==> src/rtl/rotate_commit.sv <==
// Rotation commit controller: sends the piece to an external rotator, fetches four
// board rows, then tries kicks 0/-1/+1 and commits the first placement that fits.
module rotate_commit (
  input  logic        clk,
  input  logic        rst_n,
  input  logic        req,
  input  logic        req_dir,
  input  logic [0:15] float_in,
  input  logic [4:0]  pos_x,
  input  logic [4:0]  pos_y,
  output logic [0:15] rot_float,
  output logic        rot_dir,
  input  logic [0:15] rot_result,
  output logic [4:0]  row_addr,
  input  logic [9:0]  row_data,
  output logic        busy,
  output logic        done,
  output logic        accepted,
  output logic [0:15] new_float,
  output logic [4:0]  new_pos_x
);
  localparam logic [2:0] S_IDLE    = 3'd0;
  localparam logic [2:0] S_LOAD    = 3'd1;
  localparam logic [2:0] S_CAPTURE = 3'd2;
  localparam logic [2:0] S_FETCH   = 3'd3;
  localparam logic [2:0] S_CHECK   = 3'd4;
  localparam logic [2:0] S_DONE    = 3'd5;

  logic [2:0]       state_q, state_d;
  logic [0:15]      rot_float_q, rot_float_d;
  logic             rot_dir_q, rot_dir_d;
  logic [4:0]       pos_x_q, pos_x_d;
  logic [4:0]       pos_y_q, pos_y_d;
  logic [0:15]      cand_q, cand_d;
  logic [2:0]       cnt_q, cnt_d;
  logic [4:0]       row_addr_q, row_addr_d;
  logic [3:0][9:0]  rowbuf_q, rowbuf_d;
  logic             accepted_q, accepted_d;
  logic [0:15]      new_float_q, new_float_d;
  logic [4:0]       new_pos_x_q, new_pos_x_d;

  logic signed [5:0] off;
  logic signed [5:0] col;
  logic              hit;
  logic [1:0]        fidx;
  logic [4:0]        faddr;

  // cnt_q doubles as the fetch cycle counter and the kick index
  always_comb begin
    case (cnt_q)
      3'd0:    off = 6'sd0;
      3'd1:    off = -6'sd1;
      default: off = 6'sd1;
    endcase
  end

  always_comb begin
    hit = 1'b0;
    col = '0;
    for (int i = 0; i < 4; i++) begin
      for (int j = 0; j < 4; j++) begin
        col = $signed({pos_x_q[4], pos_x_q}) + off + 6'(j);
        if (cand_q[i*4+j]) begin
          if (col < 6'sd0 || col > 6'sd9) hit = 1'b1;
          else if (rowbuf_q[i][col[3:0]]) hit = 1'b1;
        end
      end
    end
  end

  assign fidx  = 2'(cnt_q - 3'd1);
  assign faddr = pos_y_q + 5'(fidx);

  always_comb begin
    state_d     = state_q;
    rot_float_d = rot_float_q;
    rot_dir_d   = rot_dir_q;
    pos_x_d     = pos_x_q;
    pos_y_d     = pos_y_q;
    cand_d      = cand_q;
    cnt_d       = cnt_q;
    row_addr_d  = row_addr_q;
    rowbuf_d    = rowbuf_q;
    accepted_d  = accepted_q;
    new_float_d = new_float_q;
    new_pos_x_d = new_pos_x_q;
    case (state_q)
      S_IDLE: if (req) begin
        rot_float_d = float_in;
        rot_dir_d   = req_dir;
        pos_x_d     = pos_x;
        pos_y_d     = pos_y;
        state_d     = S_LOAD;
      end
      S_LOAD: state_d = S_CAPTURE;
      S_CAPTURE: begin
        cand_d     = rot_result;
        cnt_d      = 3'd0;
        row_addr_d = pos_y_q;
        state_d    = S_FETCH;
      end
      S_FETCH: begin
        if (cnt_q < 3'd3) row_addr_d = pos_y_q + 5'(cnt_q) + 5'd1;
        // rows past the bottom of the board (incl. wrap) act as solid floor
        if (cnt_q != 3'd0) rowbuf_d[fidx] = (faddr > 5'd19) ? '1 : row_data;
        if (cnt_q == 3'd4) begin
          cnt_d   = 3'd0;
          state_d = S_CHECK;
        end else begin
          cnt_d = cnt_q + 3'd1;
        end
      end
      S_CHECK: begin
        if (!hit) begin
          accepted_d  = 1'b1;
          new_float_d = cand_q;
          new_pos_x_d = pos_x_q + off[4:0];
          state_d     = S_DONE;
        end else if (cnt_q == 3'd2) begin
          accepted_d  = 1'b0;
          new_float_d = rot_float_q;
          new_pos_x_d = pos_x_q;
          state_d     = S_DONE;
        end else begin
          cnt_d = cnt_q + 3'd1;
        end
      end
      S_DONE:  state_d = S_IDLE;
      default: state_d = S_IDLE;
    endcase
  end

  always_ff @(posedge clk or negedge rst_n) begin
    if (!rst_n) begin
      state_q     <= S_IDLE;
      rot_float_q <= '0;
      rot_dir_q   <= 1'b0;
      pos_x_q     <= '0;
      pos_y_q     <= '0;
      cand_q      <= '0;
      cnt_q       <= '0;
      row_addr_q  <= '0;
      rowbuf_q    <= '0;
      accepted_q  <= 1'b0;
      new_float_q <= '0;
      new_pos_x_q <= '0;
    end else begin
      state_q     <= state_d;
      rot_float_q <= rot_float_d;
      rot_dir_q   <= rot_dir_d;
      pos_x_q     <= pos_x_d;
      pos_y_q     <= pos_y_d;
      cand_q      <= cand_d;
      cnt_q       <= cnt_d;
      row_addr_q  <= row_addr_d;
      rowbuf_q    <= rowbuf_d;
      accepted_q  <= accepted_d;
      new_float_q <= new_float_d;
      new_pos_x_q <= new_pos_x_d;
    end
  end

  assign rot_float = rot_float_q;
  assign rot_dir   = rot_dir_q;
  assign row_addr  = row_addr_q;
  assign busy      = (state_q != S_IDLE);
  assign done      = (state_q == S_DONE);
  assign accepted  = accepted_q;
  assign new_float = new_float_q;
  assign new_pos_x = new_pos_x_q;
endmodule

==> config.mk <==
export PLATFORM = sky130hd
export DESIGN_NAME = rotate_commit
export DESIGN_NICKNAME = d
export VERILOG_FILES = /design/src/rtl/rotate_commit.sv
export SDC_FILE = /design/constraint.sdc
export NUM_CORES = 1
export LEC_CHECK = 0
export ABC_AREA = 1
export BUFFER_PORTS_ARGS = -buffer_cell sky130_fd_sc_hd__buf_2
export CORE_MARGIN = 2
export CORE_UTILIZATION = 59
export CTS_CLUSTER_SIZE = 14
export DETAILED_ROUTE_END_ITERATION = 8
export PLACE_DENSITY_LB_ADDON = 0.1
export SLEW_MARGIN = 20
export SYNTH_ARGS = -nofsm -noshare
export SYNTH_HDL_FRONTEND = slang
export SYNTH_SLANG_ARGS = --single-unit
==> constraint.sdc <==
create_clock -name clk -period 7.5 [get_ports clk]
set_clock_uncertainty 0.2 [all_clocks]
set_input_delay 1.875 -clock clk [delete_from_list [all_inputs] [get_ports clk]]
set_output_delay 1.875 -clock clk [all_outputs]
set_load 0.03 [all_outputs]
==> results of run 1 <==
cell usage in the layout (no fill, tap or decap), types with 2 or more instances in the layout:
cell type,instances
a21oi_1,27
nand4_1,3
ha_1,21
clkbuf_8,2
fa_1,2
buf_4,9
nand3b_1,4
o2111ai_1,2
dfrtp_1,116
nor2_1,61
nor2_2,3
nor3_1,5
bufinv_16,3
nand3_1,83
mux2i_1,8
clkbuf_16,17
nand2_1,308
xor2_1,2
or2_2,5
a31oi_1,4
o211ai_1,5
inv_1,87
clkinv_2,7
nand3_4,2
clkbuf_1,2
mux2_2,46
o21ai_1,9
buf_2,100
inv_2,10
o21ai_0,102
nand2_2,13
area by class of cell:
class | count | area (um^2) | area share (%)
tap | 147 | 184 | 2.18
timing repair buffer | 110 | 576 | 6.81
sequential | 116 | 2900 | 34.4
multi-input combinational | 724 | 3830 | 45.3
inverter | 98 | 368 | 4.35
clock buffer | 21 | 460 | 5.45
clock inverter | 11 | 133 | 1.57
worst reg2reg max path: cells and delay by family, from the launching register on:
family,cells,cell delay [ps]
buf+inv,5,1200
flops,1,470
simple gates,13,2360
fa+ha+maj,4,1730
compound gates,1,160
layer usage:
metal	wire length (um)	share of wire, %	up-vias
li1	-	-	3342
met1	8470	46	3143
met2	8640	47	197
met3	907	4.9	30
met4	425	2.3	0
met5	0	0	-
cell usage after synthesis, types with 3 or more instances:
master | n | share of area, %
a21oi_1 | 27 | 1.9
a31oi_1 | 4 | 0.34
buf_2 | 14 | 0.96
buf_6 | 3 | 0.46
clkbuf_1 | 21 | 1.1
dfrtp_1 | 116 | 40
ha_1 | 22 | 3.8
inv_1 | 87 | 4.5
inv_2 | 10 | 0.52
mux2_2 | 46 | 7.1
mux2i_1 | 8 | 1.1
nand2_1 | 308 | 16
nand2_2 | 13 | 1.1
nand3_1 | 83 | 5.7
nand3b_1 | 4 | 0.41
nand4_1 | 3 | 0.26
nor2_1 | 61 | 3.1
nor2_2 | 3 | 0.26
nor3_1 | 5 | 0.34
o211ai_1 | 5 | 0.52
o21ai_0 | 102 | 7.0
o21ai_1 | 9 | 0.62
or2_2 | 5 | 0.43
logic make-up after synthesis:
group,share of synthesized area (%)
multiplexers,8.21
flip-flops,39.8
XOR/XNOR,0.361
adder cells (fa/ha/maj),4.33
AND/OR/NAND/NOR,28.5
buffers and inverters,7.66
AO/OA/AOI/OAI,11.0
state kept, by name, summed over array words and instances (netlist names):
signal,cells
accepted,1
row_addr,5
rot_float,16
rowbuf_q,40
state_q,3
cnt_q,3
pos_y_q,5
cand_q,16
new_pos_x,5
rot_dir,1
pos_x_q,5
new_float,16
how the worst max path moves through the flow:
stage,from,endpoint,depth (start not counted)
after floorplan,cnt_q[1],new_float[0],28
after global placement,cnt_q[1],new_float[6],23
after detailed placement,cnt_q[1],new_float[6],23
after CTS,cnt_q[1],new_float[7],23
after global routing,cnt_q[1],new_float[7],23
final,cnt_q[1],new_float[7],23
metrics by stage:
step           hold WS (ps)  area, um^2  setup WS (ps)  std cells  util, %
2_1_floorplan           296        7280           3240        977        -
3_3_place_gp            273        7850           1680       1194     65.3
3_5_place_dp            280        7850           1460       1194     65.3
4_1_cts                 292        8440           1400       1226     70.3
5_1_grt                 300        8450            652       1227     70.3
6_report                297        8450           1340       1227     70.3
==> impl_metrics.sql, run 1 <==
INSERT INTO impl_metrics (metric_group, metric, value, unit) VALUES
('sta', 'min_period_over_period', '82.2', '%'),
('logic_synthesis', 'synth-edff-count', '0', ''),
('setup_path', 'critPathLaunchType', 'flip-flop', ''),
('logic_synthesis', 'synth_area', '7280', 'um^2'),
('worst_hold_path', 'hold_depth', '2', ''),
('sta', 'setup_tns', '0', 'ps'),
('routing', 'dr.first_iter.drc_count', '523', ''),
('worst_hold_path', 'holdCritPathClass', 'reg2reg', ''),
('setup_path', 'crit_path_max_incr_delay', '810', 'ps'),
('sta', 'worst-slew-pin-transition', '952', 'ps'),
('setup_path', 'regToRegStartpoint', 'cnt_q[1]', ''),
('setup_path', 'cp.required', '7650', 'ps'),
('clock_network', 'path_clk_slew', '50', 'ps'),
('logic_synthesis', 'ys_ff_latch', '116', ''),
('setup_path', 'r2r_cells', '23', ''),
('grt', 'grt.met2_usage', '47.4', '%'),
('setup_path', 'reg2reg_setup_slack', '1340', 'ps'),
('routing', 'routedWlPerCell', '15.0', 'um'),
('clock_network', 'clock_tree.root_cell', 'clkbuf_16', ''),
('logic_synthesis', 'post_syn_area_per_cell', '7.46', 'um^2'),
('clock_network', 'tritoncts', 'yes', ''),
('placement', 'port_buffers', '101', ''),
('setup_path', 'worst_ep_arrival_time', '6310', 'ps'),
('routing', 'vias', '6712', ''),
('setup_path', 'cp_slowest_cell', 'clkinv_1', ''),
('sta', 'rsz0062_at_grt', 'false', ''),
('flow_run', 'max_cap_viol_count', '0', ''),
('routing', 'dr.pass1.iters', '5', ''),
('grt', 'met3_global_route_usage', '6.43', '%'),
('die', 'die_width', '115', 'um'),
('logic_synthesis', 'yosysSeqAreaShare', '39.8', '%'),
('setup_path', 'critical_path.n_buffers_inverters', '5', ''),
('logic_synthesis', 'async_flop_share', '100', '%'),
('sta', 'final.min_clock_period', '6160', 'ps'),
('setup_path', 'worst_setup_path_end_kind', 'flip-flop', ''),
('worst_hold_path', 'hp-start', 'accepted', ''),
('logic_synthesis', 'synth_cell_types', '37', ''),
('grt', 'vias_in_the_first_global_route', '6380', ''),
('layout', 'area_growth', '16.0', '%'),
('placement', 'gp_congestion', '0.962', ''),
('clock_network', 'clk_latency', '410', 'ps'),
('grt', 'grt-busiest-layer', 'met2', ''),
('grt', 'grt_pass1_wl', '30900', 'um'),
('setup_path', 'critical_path.cell_chain', 'inv_1 > ha_1 > inv_1 > nand3_1 > ha_2 > ha_1 > clkinv_1 > ha_1 > nor2_1 > inv_1 > nand2_2 > inv_2 > nand2_1 > nand2_1 > nand2_1 > nand2_1 > o21ai_0 > nand4_1 > nor2_4 > nand3_4 > nand2_2 > nand2_1 > nand2_1', ''),
('sta', 'drv_slew', '0', ''),
('worst_hold_path', 'min_delay_worst_endpoint', 'accepted', ''),
('die', 'placementRows', '40', ''),
('clock_network', 'hold_buffers', '0', ''),
('layout', 'post_route_cells_drive_above_1_share', '20.7', '%'),
('setup_path', 'worst_path_most_repeated_cell', 'nand2_1', ''),
('die', 'top_level_ports', '102', ''),
('outcome', 'outcome', 'completed', ''),
('routing', 'postRouteWirelength', '18400', 'um'),
('die', 'core_area', '12000', 'um^2'),
('clock_network', 'cts-buffers-inserted', '17', ''),
('routing', 'drcViolationCount', '0', ''),
('clock_network', 'clock-sinks', '116', ''),
('layout', 'nFillCells', '1029', ''),
('logic_synthesis', 'yosysWarnings', '0', ''),
('clock_network', 'cts_buffer_depth', '2', ''),
('routing', 'antenna_left', '0', ''),
('clock_network', 'cts_repair_resize_count', '0', ''),
('placement', 'dp.final_hpwl', '13300', 'um'),
('sta', 'hold_viol_final', '0', ''),
('die', 'die_h', '115', 'um'),
('logic_synthesis', 'synth_cells', '977', ''),
('setup_path', 'category_of_cells_accounting_for_the_largest_share_of_critical_path_delay', 'simple AND/OR/NAND/NOR gates', ''),
('setup_path', 'rr_endpoint', 'new_float[7]', ''),
('clock_network', 'cts-htree-levels', '4', ''),
('sta', 'timing.slew.headroom', '36.3', '%'),
('layout', 'num-nets-final', '1147', '');
Power of run 1 is not shown: default switching activity piles up to over one toggle a cycle in this logic, so the estimate is an artifact.
==> run 2: changes to the inputs <==
- ABC_AREA: 1 -> 0
- CORE_UTILIZATION: 59 -> 58
- clock period: 7.5 -> 6.45 ns (I/O delays scaled with it)
==> run 2 against run 1 <==
Against the previous run:
- register-to-register slack got worse by 830 ps
- flip-flop and latch count unchanged
- non-clock buffer count increased by 2
- die area increased by 1.6%
- critical path type unchanged
- critical path depth decreased by 4
- area after synthesis about the same
==> impl_metrics.sql, run 2 <==
INSERT INTO impl_metrics (metric_group, metric, value, unit) VALUES
('logic_synthesis', 'yosysSeqAreaShare', '39.9', '%'),
('routing', 'vias', '6297', ''),
('routing', 'drcViolationCount', '0', ''),
('layout', 'area_growth', '16.9', '%'),
('sta', 'setup_tns', '0', 'ps'),
('routing', 'antenna_left', '0', ''),
('logic_synthesis', 'ys_ff_latch', '116', ''),
('setup_path', 'crit_fanout', '25', ''),
('layout', 'antenna_cells', '0', ''),
('sta', 'timing.final.ws_setup', '508', 'ps'),
('die', 'placementRows', '40', ''),
('clock_network', 'clk_latency', '430', 'ps'),
('sta', 'setup_viol_count_final', '0', ''),
('logic_synthesis', 'synth_top_family_by_area', 'multiplexers', ''),
('routing', 'dr.pass1.iters', '6', ''),
('grt', 'grt-busiest-layer', 'met2', ''),
('sta', 'max_clock_freq', '0.168', 'GHz'),
('layout', 'post_route_cells_drive_above_1_share', '26.5', '%'),
('clock_network', 'path_clk_slew', '60', 'ps'),
('die', 'floorplan.initialDensity', '60.1', '%'),
('placement', 'dp.final_hpwl', '15300', 'um'),
('logic_synthesis', 'yosysMostFrequentCell', 'dfrtp_1', ''),
('worst_hold_path', 'holdCritPathClass', 'reg2reg', ''),
('grt', 'grt_start_max_net_pins', '64', ''),
('logic_synthesis', 'synth_top_cells_by_area', 'dfrtp_1 40%, mux4_2 6.8%, mux2i_1 5.9%', ''),
('clock_network', 'tritoncts', 'yes', ''),
('sta', 'final.min_clock_period', '5940', 'ps'),
('sta', 'hold_viol_final', '0', ''),
('grt', 'grt_pass1_wl', '33100', 'um'),
('placement', 'detailedPlace.worstSlack', '545', 'ps'),
('logic_synthesis', 'dominantRegCellSynth', 'dfrtp_1', ''),
('placement', 'port_buffers', '101', ''),
('grt', 'grtUsageTotal', '32.8', '%'),
('logic_synthesis', 'synth.mux.area_fraction', '18.6', '%'),
('clock_network', 'cts-htree-levels', '4', ''),
('layout', 'top_register', 'rowbuf_q', ''),
('grt', 'met1_global_route_usage', '46.4', '%'),
('logic_synthesis', 'syn-num-nets', '811', ''),
('grt', 'grt_antenna_before_repair', '0', ''),
('setup_path', 'worst_setup_path_end_kind', 'flip-flop', ''),
('logic_synthesis', 'yosys-top-cells-count', '116 x dfrtp_1, 105 x nand2_1, 53 x o21ai_0', ''),
('placement', 'dpl-instance-area', '7890', 'um^2'),
('die', 'top_level_ports', '102', ''),
('setup_path', 'cp.required', '6610', 'ps'),
('die', 'die_h', '116', 'um'),
('placement', 'gp_congestion', '1.00', ''),
('sta', 'rsz0062_at_grt', 'false', ''),
('layout', 'commonest_cells_after_routing_fill_and_taps_aside', '116 x dfrtp_1, 105 x nand2_1, 100 x buf_2, 53 x o21ai_0, 45 x nor2_1', ''),
('die', 'core_area', '12100', 'um^2'),
('logic_synthesis', 'synth_area', '7280', 'um^2'),
('logic_synthesis', 'synth-edff-count', '0', ''),
('logic_synthesis', 'yosys.area_share.xor_xnor', '2.39', '%'),
('outcome', 'outcome', 'completed', ''),
('routing', 'detail_route.vias_per_cell', '6.31', ''),
('layout', 'num-nets-final', '897', ''),
('routing', 'postRouteWirelength', '21100', 'um'),
('grt', 'vias_in_the_first_global_route', '5980', ''),
('logic_synthesis', 'post-synth-top-area-cell', 'dfrtp_1', ''),
('layout', 'layout_commonest_cell', 'dfrtp_1', ''),
('setup_path', 'setup.worst_path.class', 'reg2reg', ''),
('layout', 'nFillCells', '948', ''),
('layout', 'stdcell_area', '8510', 'um^2'),
('flow_run', 'max_cap_viol_count', '0', ''),
('sta', 'timing.slew.headroom', '32.6', '%'),
('setup_path', 'critPathLaunchType', 'flip-flop', ''),
('logic_synthesis', 'async_flop_share', '100', '%'),
('die', 'fp.dieArea', '13500', 'um^2'),
('sta', 'worst-slew-pin-transition', '1010', 'ps'),
('clock_network', 'clock_tree.root_cell', 'clkbuf_16', ''),
('layout', 'largest_register_ff_count', '40', ''),
('logic_synthesis', 'post_synth_and_or_nand_nor_area_fraction', '15.3', '%'),
('setup_path', 'worst_ep_arrival_time', '6100', 'ps'),
('logic_synthesis', 'post_synthesis_share_of_cell_area_spent_on_full_adders_half_adders_and_majority_gates', '4.33', '%'),
('logic_synthesis', 'yosysWarnings', '0', ''),
('grt', 'globalRouteOverflowTotal', '0', ''),
('clock_network', 'clock-sinks', '116', ''),
('logic_synthesis', 'synth_compound_area_share', '15.6', '%'),
('routing', 'dr.first_iter.drc_count', '633', ''),
('grt', 'met3_global_route_usage', '6.64', '%'),
('logic_synthesis', 'synth_cell_types', '70', ''),
('clock_network', 'cts-buffers-inserted', '17', ''),
('clock_network', 'post-cts-setup-buffers', '0', ''),
('logic_synthesis', 'post-synth-top-area-fraction', '39.9', '%'),
('logic_synthesis', 'synth_cells', '731', ''),
('clock_network', 'cts_buffer_depth', '2', ''),
('sta', 'drv_slew', '0', ''),
('sta', 'min_period_over_period', '92.1', '%'),
('die', 'die_width', '116', 'um'),
('routing', 'routedWlPerCell', '21.2', 'um'),
('grt', 'grt.met2_usage', '50.5', '%'),
('logic_synthesis', 'post_syn_area_per_cell', '9.96', 'um^2');
run 2: changes by cell type after synthesis, moves of 9 or more:
cell / delta
a31o_1: +16
inv_1: -67
nand2_2: -13
nor2_1: -15
nand2_1: -203
nand3_1: -70
mux2i_1: +35
o21ai_0: -49
mux4_2: +22
buf_2: -9
nor3_1: +13
run 2: logic make-up (layout without fill, tap and decap cells):
| family | Yosys count | in the layout |
|---|---|---|
| buf+inv | 67 | 166 |
| simple gates | 237 | 237 |
| xor+xnor | 13 | 13 |
| mux | 103 | 103 |
| fa+ha+maj | 24 | 24 |
| compound gates | 171 | 171 |
| flops | 116 | 116 |
run 2: what timing repair did:
item,CTS,global route
endpoints found under the setup margin,0,1
resized for setup,0,1
hold buffers,0,0
run 2: path summary, 6_finish.rpt:
| path | startpoint | end | slack [ps] | cells after the start |
|---|---|---|---|---|
| min in group asynchronous | rst_n | pos_y_q[1] | 1090 | 1 |
| worst min-delay path | accepted | accepted | 290 | 2 |
| worst min register to register | accepted | accepted | 290 | 2 |
| worst max-delay path | cnt_q[1] | new_float[15] | 510 | 19 |
| worst max register to register | cnt_q[1] | new_float[15] | 510 | 19 |
| max in group asynchronous | rst_n | cand_q[4] | 3780 | 2 |
run 2: layer usage:
layer	part of all wire (%)	wire, um	vias to the layer above
li1	-	-	2853
met1	44	9400	3140
met2	47	9940	270
met3	6.3	1340	34
met4	2.1	444	0
met5	0	0	-
run 2: critical path, stage by stage (launching register included):
cell       delay (ps)
dfrtp_1           460
inv_1             140
ha_1              280
nand2b_1          220
xnor2_1           180
ha_1              310
nor4b_4           320
a21oi_2           160
xnor2_4           320
inv_2             200
ha_1              510
nor4_1            330
a32oi_1            90
o211a_2           170
or4_4             550
a2111oi_4         520
and2_1            210
buf_6             260
mux2i_1           270
a31o_1            140
run 2: layout make-up:
cell class / instances / area [um^2] / area share [%]
multi-input combinational: 548 / 4100 / 48.2
sequential: 116 / 2900 / 34.1
timing repair buffer: 112 / 594 / 6.98
clock buffer: 20 / 447 / 5.25
tap: 168 / 210 / 2.47
clock inverter: 12 / 176 / 2.07
inverter: 22 / 82.6 / 0.970
run 2: per-stage QoR:
stage               std cells  hold slack (ps)  utilization (%)
floorplan                 731              270                -
global placement          966              262             65.1
detailed placement        966              280             65.1
CTS                       998              298             70.3
global route              998              312             70.3
finish                    998              292             70.3
Power of run 2 is left out for the same reason.
==> run 3: changes to the inputs <==
- CORE_ASPECT_RATIO: default -> 1.25
- CORE_MARGIN: 2 -> default
==> run 3 against run 2 <==
Against the previous run:
- core utilization shrank 1.0 points
- clock-buffer cell count grew 1
- hold slack got worse by 5.5 ps
- register-to-register slack got worse by 40 ps
- cell count is 0.30% lower
- final area down 0.56%
- setup slack lost 40 ps
- flip-flop and latch count did not move
- critical endpoint is now new_pos_x[1]
==> impl_metrics.sql, run 3 (synthesis gave the netlist of run 2 again) <==
INSERT INTO impl_metrics (metric_group, metric, value, unit) VALUES
('clock_network', 'clock_tree.root_cell', 'clkbuf_16', ''),
('setup_path', 'critPathLaunchType', 'flip-flop', ''),
('layout', 'area_growth', '16.3', '%'),
('routing', 'vias', '6159', ''),
('grt', 'grt_start_max_net_pins', '69', ''),
('setup_path', 'crit_path_max_incr_delay', '550', 'ps'),
('routing', 'routedWlPerCell', '20.2', 'um'),
('grt', 'grt_antenna_before_repair', '0', ''),
('grt', 'vias_in_the_first_global_route', '6009', ''),
('sta', 'worst-slew-pin-transition', '981', 'ps'),
('grt', 'grt-busiest-layer', 'met2', ''),
('die', 'core_area', '12200', 'um^2'),
('die', 'die_width', '102', 'um'),
('setup_path', 'category_of_cells_accounting_for_the_largest_share_of_critical_path_delay', 'simple AND/OR/NAND/NOR gates', ''),
('clock_network', 'tritoncts', 'yes', ''),
('layout', 'num-nets-final', '898', ''),
('routing', 'detail_route.vias_per_cell', '6.19', ''),
('grt', 'grt_pass1_wl', '31300', 'um'),
('clock_network', 'clock-sinks', '116', ''),
('placement', 'port_buffers', '101', ''),
('layout', 'post_route_cells_drive_above_1_share', '27.0', '%'),
('clock_network', 'post-cts-setup-buffers', '0', ''),
('placement', 'gp_congestion', '0.997', ''),
('clock_network', 'cts_buffer_depth', '2', ''),
('die', 'die_h', '127', 'um'),
('clock_network', 'clk_latency', '420', 'ps'),
('setup_path', 'worst_path_most_repeated_cell', 'ha_1', ''),
('die', 'fp.dieArea', '13000', 'um^2'),
('layout', 'largest_register_ff_count', '40', ''),
('routing', 'drcViolationCount', '0', ''),
('sta', 'drv_slew', '0', ''),
('clock_network', 'cts_repair_resize_count', '0', ''),
('layout', 'top_register', 'rowbuf_q', ''),
('worst_hold_path', 'holdCritPathClass', 'reg2reg', ''),
('layout', 'post_layout_nonfiller_instances', '995', ''),
('grt', 'grtUsageTotal', '32.5', '%'),
('outcome', 'outcome', 'completed', ''),
('grt', 'met3_global_route_usage', '5.96', '%'),
('die', 'placementRows', '45', ''),
('setup_path', 'worst_setup_path_end_kind', 'flip-flop', ''),
('sta', 'hold_viol_final', '0', ''),
('grt', 'globalRouteOverflowTotal', '0', ''),
('worst_hold_path', 'hold_depth', '2', ''),
('grt', 'grt.met2_usage', '55.4', '%'),
('setup_path', 'critical_path_cell_count', '18', ''),
('clock_network', 'cts-htree-levels', '4', ''),
('die', 'floorplan.initialDensity', '59.6', '%'),
('sta', 'setup_viol_count_final', '0', ''),
('setup_path', 'critical_path.n_buffers_inverters', '3', ''),
('setup_path', 'cp.required', '6550', 'ps'),
('sta', 'rsz0062_at_grt', 'false', ''),
('sta', 'timing.slew.headroom', '34.4', '%'),
('routing', 'dr.pass1.iters', '5', ''),
('clock_network', 'cts-buffers-inserted', '17', ''),
('setup_path', 'reg2reg_setup_slack', '470', 'ps'),
('placement', 'dp.final_hpwl', '14900', 'um'),
('layout', 'antenna_cells', '0', ''),
('clock_network', 'path_clk_slew', '50', 'ps'),
('setup_path', 'crit_fanout', '23', ''),
('setup_path', 'setup.worst_path.class', 'reg2reg', ''),
('setup_path', 'cp_slowest_cell', 'ha_2', ''),
('flow_run', 'max_cap_viol_count', '0', ''),
('clock_network', 'hold_buffers', '0', ''),
('sta', 'setup_tns', '0', 'ps'),
('placement', 'placed_cells_incl_taps', '963', ''),
('setup_path', 'worst_ep_arrival_time', '6080', 'ps'),
('setup_path', 'critical_path.cell_chain', 'inv_1 > ha_1 > nand2b_1 > xnor2_1 > ha_1 > nor4b_4 > a21oi_2 > xnor2_4 > inv_2 > ha_2 > mux4_2 > and3_1 > or4_4 > a2111oi_4 > and2_1 > buf_4 > mux2i_1 > a31o_2', ''),
('layout', 'layout_commonest_cell', 'dfrtp_1', ''),
('routing', 'dr.first_iter.drc_count', '331', ''),
('sta', 'max_clock_freq', '0.167', 'GHz'),
('routing', 'antenna_left', '0', ''),
('routing', 'postRouteWirelength', '20100', 'um'),
('layout', 'commonest_cells_after_routing_fill_and_taps_aside', '116 x dfrtp_1, 105 x nand2_1, 100 x buf_2, 53 x o21ai_0, 45 x nor2_1', ''),
('die', 'top_level_ports', '102', ''),
('grt', 'met1_global_route_usage', '38.8', '%'),
('sta', 'min_period_over_period', '92.7', '%'),
('setup_path', 'r2r_cells', '18', ''),
('sta', 'final.min_clock_period', '5980', 'ps');
==> run 3: changes by cell type in the layout (fill, tap and decap cells not counted), moves of 2 or more <==
cell / previous run / this run
clkbuf_8: 1 / 3
bufinv_16: 4 / 1
inv_6: 3 / 1
clkinv_4: 0 / 3
buf_4: 11 / 13
==> run 3: path summary, 6_finish.rpt <==
path	from	end
max	cnt_q[1]	new_pos_x[1]
min	accepted	accepted
max reg2reg	cnt_q[1]	new_pos_x[1]
min reg2reg	accepted	accepted
max in group asynchronous	rst_n	rowbuf_q[15]
min in group asynchronous	rst_n	rot_float[11]
==> run 3: stage by stage <==
step / setup WS (ps) / instance area, um^2 / hold slack (ps) / util (%)
after floorplan: 1100 / 7280 / 270 / -
after global placement: 642 / 7890 / 256 / 64.6
after detailed placement: 411 / 7890 / 274 / 64.6
after CTS: 374 / 8460 / 287 / 69.3
after global routing: 70.1 / 8470 / 315 / 69.3
final: 468 / 8470 / 287 / 69.3
==> run 3: worst reg2reg max path, stage by stage (launching register included) <==
cell and delay (ps):
dfrtp_1 460, inv_1 130, ha_1 250, nand2b_1 210
xnor2_1 190, ha_1 310, nor4b_4 310, a21oi_2 150
xnor2_4 330, inv_2 210, ha_2 550, mux4_2 340
and3_1 190, or4_4 490, a2111oi_4 550, and2_1 250
buf_4 360, mux2i_1 140, a31o_2 220
==> run 3: cell type report <==
class	count	area (um^2)
well taps	164	205
multi-input cells	548	4100
fillers	946	3750
repair buffers	113	598
flip-flops and latches	116	2900
clock inverters	11	103
inverters	22	82.6
clock buffers	21	470
==> run 3: routing by layer <==
layer  part of all wire, %  vias up
li1                      -     2873
met2                    52      201
met1                    40     3031
met4                   4.0        0
met5                     0        -
met3                   4.1       54
Power of run 3 is left out for the same reason.
